File: src/rtl/alu_sequencer.sv
// rtl/alu_sequencer.sv - in-order request FIFO and response register in front of a 4-bit combinational ALU
module alu_sequencer #(
    parameter  int DEPTH = 4,
    localparam int AW    = $clog2(DEPTH),
    localparam int CW    = AW + 1
) (
    input  logic          clk,
    input  logic          reset,
    input  logic          req_valid,
    output logic          req_ready,
    input  logic [3:0]    req_a,
    input  logic [3:0]    req_b,
    input  logic [2:0]    req_op,
    input  logic          req_chain,
    output logic [3:0]    alu_a,
    output logic [3:0]    alu_b,
    output logic [2:0]    alu_op,
    input  logic [3:0]    alu_result,
    output logic          rsp_valid,
    input  logic          rsp_ready,
    output logic [3:0]    rsp_result,
    output logic          rsp_err,
    output logic [CW-1:0] count
);

    typedef struct packed {
        logic [3:0] a;
        logic [3:0] b;
        logic [2:0] op;
        logic       chain;
    } entry_t;

    entry_t          mem_q [DEPTH];
    logic [AW-1:0]   wr_ptr_q, wr_ptr_d;
    logic [AW-1:0]   rd_ptr_q, rd_ptr_d;
    logic [CW-1:0]   count_q, count_d;
    logic [3:0]      acc_q, acc_d;
    logic            rsp_valid_q, rsp_valid_d;
    logic [3:0]      rsp_result_q, rsp_result_d;
    logic            rsp_err_q, rsp_err_d;

    logic            full, empty, push, issue, illegal;
    entry_t          head, push_entry;

    assign full       = (count_q == CW'(DEPTH));
    assign empty      = (count_q == '0);
    assign push       = req_valid && !full;
    // req_ready depends only on registered occupancy, never on rsp_ready.
    assign issue      = !empty && (!rsp_valid_q || rsp_ready);
    assign head       = mem_q[rd_ptr_q];
    assign illegal    = (head.op >= 3'd5);
    assign push_entry = '{a: req_a, b: req_b, op: req_op, chain: req_chain};

    assign req_ready  = !full;
    assign rsp_valid  = rsp_valid_q;
    assign rsp_result = rsp_result_q;
    assign rsp_err    = rsp_err_q;
    assign count      = count_q;

    always_comb begin
        alu_a  = 4'd0;
        alu_b  = 4'd0;
        alu_op = 3'd0;
        if (!empty) begin
            alu_a  = head.chain ? acc_q : head.a;
            alu_b  = head.b;
            alu_op = head.op;
        end
    end

    always_comb begin
        wr_ptr_d     = wr_ptr_q;
        rd_ptr_d     = rd_ptr_q;
        count_d      = count_q;
        acc_d        = acc_q;
        rsp_valid_d  = rsp_valid_q;
        rsp_result_d = rsp_result_q;
        rsp_err_d    = rsp_err_q;

        if (push) begin
            wr_ptr_d = wr_ptr_q + AW'(1);
        end
        if (issue) begin
            rd_ptr_d = rd_ptr_q + AW'(1);
        end
        case ({push, issue})
            2'b10:   count_d = count_q + CW'(1);
            2'b01:   count_d = count_q - CW'(1);
            default: count_d = count_q;
        endcase

        // An issue overwrites any response being drained in the same cycle.
        if (issue) begin
            rsp_valid_d  = 1'b1;
            rsp_result_d = alu_result;
            rsp_err_d    = illegal;
            acc_d        = illegal ? 4'd0 : alu_result;
        end else if (rsp_valid_q && rsp_ready) begin
            rsp_valid_d  = 1'b0;
        end
    end

    always_ff @(posedge clk) begin
        if (push) begin
            mem_q[wr_ptr_q] <= push_entry;
        end
    end

    always_ff @(posedge clk) begin
        if (reset) begin
            wr_ptr_q     <= '0;
            rd_ptr_q     <= '0;
            count_q      <= '0;
            acc_q        <= 4'd0;
            rsp_valid_q  <= 1'b0;
            rsp_result_q <= 4'd0;
            rsp_err_q    <= 1'b0;
        end else begin
            wr_ptr_q     <= wr_ptr_d;
            rd_ptr_q     <= rd_ptr_d;
            count_q      <= count_d;
            acc_q        <= acc_d;
            rsp_valid_q  <= rsp_valid_d;
            rsp_result_q <= rsp_result_d;
            rsp_err_q    <= rsp_err_d;
        end
    end

endmodule

File: config.mk
export PLATFORM = sky130hd
export DESIGN_NAME = alu_sequencer
export DESIGN_NICKNAME = d
export VERILOG_FILES = /design/src/rtl/alu_sequencer.sv
export SDC_FILE = /design/constraint.sdc
export NUM_CORES = 1
export LEC_CHECK = 0
export ABC_AREA = 1
export CAP_MARGIN = 5
export CELL_PAD_IN_SITES_DETAIL_PLACEMENT = 1
export CELL_PAD_IN_SITES_GLOBAL_PLACEMENT = 1
export CORE_ASPECT_RATIO = 1.5
export CORE_MARGIN = 2
export CORE_UTILIZATION = 35
export CTS_BUF_LIST = sky130_fd_sc_hd__clkbuf_2 sky130_fd_sc_hd__clkbuf_4 sky130_fd_sc_hd__clkbuf_8
export DETAILED_ROUTE_END_ITERATION = 10
export PLACE_DENSITY = 0.74
export SYNTH_ARGS = -nofsm -noshare
export SYNTH_HDL_FRONTEND = slang
export SYNTH_SLANG_ARGS = --single-unit
File: constraint.sdc
create_clock -name clk -period 1.85 [get_ports clk]
set_input_delay 0.37 -clock clk [delete_from_list [all_inputs] [get_ports clk]]
set_output_delay 0.37 -clock clk [all_outputs]
set_load 0.05 [all_outputs]
==> Flow_metrics.wiki, run 1 <==
{| class="wikitable"
! Metric !! Value
|-
| Outcome || complete, but fails checks
|-
| Violated checks || negative setup slack
|-
| Area Growth Syn to Fin || 45.9%
|-
| Initial antenna violation count || 0
|-
| Largest net degree at the start of global routing || 15
|-
| Share of synthesized flip-flops with an asynchronous set or reset || 0%
|-
| Time the worst path needs with I/O delays and setup || 2.01 ns
|-
| Slew Viols, Final || 0
|-
| Total setup violations reported at the end of the flow || 11
|-
| Number of different library cells in the post-synthesis netlist || 23
|-
| Share of Yosys cell area claimed by the top area cell type || 52.1%
|-
| Arrival time reported for the critical path endpoint || 1.64 ns
|-
| Total of hold buffers inserted after clock tree synthesis || 0
|-
| Per-instance average area after synthesis || 10.7 um2
|-
| Maximum fanout encountered on the critical timing path || 7
|-
| Crit path kind || reg -> out
|-
| Global-route congestion overflow total || 0
|-
| Total die area || 8650 um2
|-
| Worst min-delay path class || reg -> reg
|-
| Most common flop cell mapped by yosys || sky130_fd_sc_hd__edfxtp_1
|-
| Setup repair after global routing missed its margin || true
|-
| Final setup slack of the worst path || -0.162 ns
|-
| Leakage dissipation || about 1.5 nW
|-
| Number of iterations in the first detailed-routing pass || 5
|-
| Worst IR Drop VDD || 0.837 mV
|-
| Number of max-capacitance violations reported || 0
|-
| Final Net Count || between 300 and 400
|-
| Vertical extent of the die || 113 um
|-
| Inst Count DP || 415
|-
| Post-synthesis register bit count || 67
|-
| Cell Pwr Density || 1820 nW/um2
|-
| Crit path capture type || output pin
|-
| Post-synthesis instance area || 2770 um2
|-
| Count of flip-flops with a built-in enable after synthesis || 48
|-
| Total negative slack || -1.05 ns
|-
| Final weighted congestion of routability-driven global placement || 0.768
|-
| Portion of the clock cycle consumed by the worst path in the final layout || 109%
|-
| Worst-case clock buffer depth || 2
|-
| Cell area after layout || 4040 um2
|-
| Share of cells above drive strength 1 || a little under two fifths
|-
| Fraction of the yosys area taken by sequential cells || 65.8%
|-
| Final hold slack || 0.453 ns
|-
| Count of placed standard cells in the final layout, fillers left out || 438
|-
| Gate Count Post-Synth || 258
|-
| Width of the die || about 77 um
|-
| Initial core utilization || a little over a third
|-
| Clock slew at reported path FFs || 0.07 ns
|-
| Slew @ Worst Pin || 0.487 ns
|-
| Routed wire length || 7.00 mm
|-
| Final HPWL from detailed placement || 4.75 mm
|-
| Top cell by count, worst path || sky130_fd_sc_hd__buf_12
|-
| Slowest Stage Delay on Critical Path || 0.45 ns
|-
| Placed cell area || ~3500 um2
|-
| TritonCTS clock tree || yes
|-
| Top post-synthesis cells by area || sky130_fd_sc_hd__edfxtp_1 (52%), sky130_fd_sc_hd__dfxtp_1 (14%), sky130_fd_sc_hd__nor2_1 (6.5%)
|-
| Post-detailed-route via-to-cell ratio || approximately 4.7
|-
| First-pass GRT wire length || 11.2 mm
|-
| Latest clock arrival within the worst-skew pair || between 0.3 and 0.4 ns
|-
| Most numerous cell types in the synthesized netlist || sky130_fd_sc_hd__edfxtp_1 (48), sky130_fd_sc_hd__nor2_1 (48), sky130_fd_sc_hd__nand2_1 (31)
|-
| Total design power || 7.35 mW
|-
| Maximum clock skew at final layout || 0.00756 ns
|-
| FMAX || 0.497 GHz
|-
| Overall fraction of global-route tracks in use || 17.5%
|-
| Via count || a little over 2000
|-
| Post-Synthesis Net Count || 284
|-
| Worst path required time || approximately 1.5 ns
|-
| Post-route ant nets || 0
|-
| Number of DRC markers in iteration 0 || 75
|-
| Worst setup slack after placement || -0.488 ns
|-
| Max-slew headroom at the worst pin || 67.7%
|-
| Number of buffers added on ports || 40
|-
| TritonCTS buffer count || 9
|-
| CTS Sinks || 67
|-
| Startpoint kind of the worst setup timing path || flop
|-
| Number of antenna repair diodes || 0
|-
| Final Util || 52.7%
|-
| Num rows || 39
|-
| I/O pin count || 41
|-
| Library cell with the largest summed area after synthesis || sky130_fd_sc_hd__edfxtp_1
|-
| Final count of hold timing violations || 0
|-
| Synth warnings || 0
|-
| Worst-path cell chain || nand2_1 > nand3_2 > nand2_4 > buf_12 > a31oi_4 > buf_12
|-
| Number of global-route vias before repair || 2339
|-
| Maximum level of the CTS H-tree || 3
|-
| Average detailed-routed wire length per instance || 16.0 um
|-
| CP max-delay cell || sky130_fd_sc_hd__dfxtp_4
|-
| Area inside the core boundary || about 7700 um2
|-
| Clk Tree Root Cell || sky130_fd_sc_hd__clkbuf_8
|-
| Final routed DRC violation total || 0
|}
==> layer usage <==
metal	GRT usage [%]	vias to the layer above	part of all wire, %
li1	-	1008	-
met1	16.7	1009	37
met2	33.0	47	57
met3	4.47	13	3.4
met4	10.7	0	2.7
met5	0	-	0
==> kinds of logic (layout without fill, tap and decap cells) <==
logic type / after synthesis / after routing / share of synthesized area (%)
AND/OR/NAND/NOR: 97 / 97 / 14.9
AO/OA/AOI/OAI: 52 / 52 / 10.1
flip-flops: 67 / 67 / 65.8
buffers and inverters: 36 / 114 / 6.19
adder cells (fa/ha/maj): 6 / 6 / 2.98
==> layout by cell type (no fill, tap or decap), drive strengths merged <==
| cell | Yosys | layout |
|---|---|---|
| clkinv | 0 | 3 |
| dlygate4sd2 | 0 | 3 |
| a31oi | 4 | 4 |
| o21ai | 28 | 28 |
| nand2 | 38 | 38 |
| and2 | 1 | 1 |
| nor2 | 48 | 48 |
| nand3 | 10 | 10 |
| clkdlybuf4s50 | 0 | 19 |
| clkinvlp | 0 | 1 |
| buf | 8 | 49 |
| dfxtp | 19 | 19 |
| a21oi | 20 | 20 |
| clkbuf | 1 | 10 |
| bufinv | 0 | 2 |
| fa | 1 | 1 |
| ha | 5 | 5 |
| inv | 27 | 27 |
| edfxtp | 48 | 48 |
==> repair_timing <==
action                     in CTS  in global routing
gates resized for setup        55                 23
setup buffers                   5                  2
pin swaps                       7                  8
setup endpoints to repair      15                 12
==> state kept, by name (all words and copies together) (netlist names), named ones only <==
name,flops
acc_q,4
rsp_valid,1
count,3
rd_ptr_q,2
rsp_err,1
rsp_result,4
wr_ptr_q,2
mem_q,48
==> where the power goes <==
part,leakage [nW],switching [mW],internal (mW)
Sequential,0.600,0.181,1.89
Combinational,0.833,2.32,1.63
Clock,0.105,0.563,0.762
==> final timing paths <==
| path | start | endpoint | slack (ns) | depth (start not counted) |
|---|---|---|---|---|
| worst min register to register | rd_ptr_q[1]$_SDFFE_PP0P_ | flop | 0.45 | 1 |
| worst max-delay path | flop | alu_a[1] | -0.16 | 6 |
| worst min-delay path | rd_ptr_q[1]$_SDFFE_PP0P_ | flop | 0.45 | 1 |
| worst max register to register | count[2]$_SDFFE_PP0P_ | count[2]$_SDFFE_PP0P_ | 0.11 | 11 |
==> critical path, delay by kind of cell (launching register included) <==
kind	cells	cell delay, ns
simple gates	3	0.31
compound gates	1	0.21
flops	1	0.45
buf+inv	2	0.31
==> area by class of cell <==
class / count / area [um2]
timing repair buffer: 71 / 743
sequential: 67 / 1840
clock buffer: 10 / 131
multi-input combinational: 155 / 996
tap: 102 / 128
inverter: 27 / 119
clock inverter: 6 / 80.1
fill: 824 / 3620
Note: power is estimated with default switching activity, not from simulation.
==> run 2: changes to the inputs <==
SLEW_MARGIN = 20   (was unset)
==> results of run 2 <==
Same layout as run 1: the final DEF is identical, and so are final timing and power.
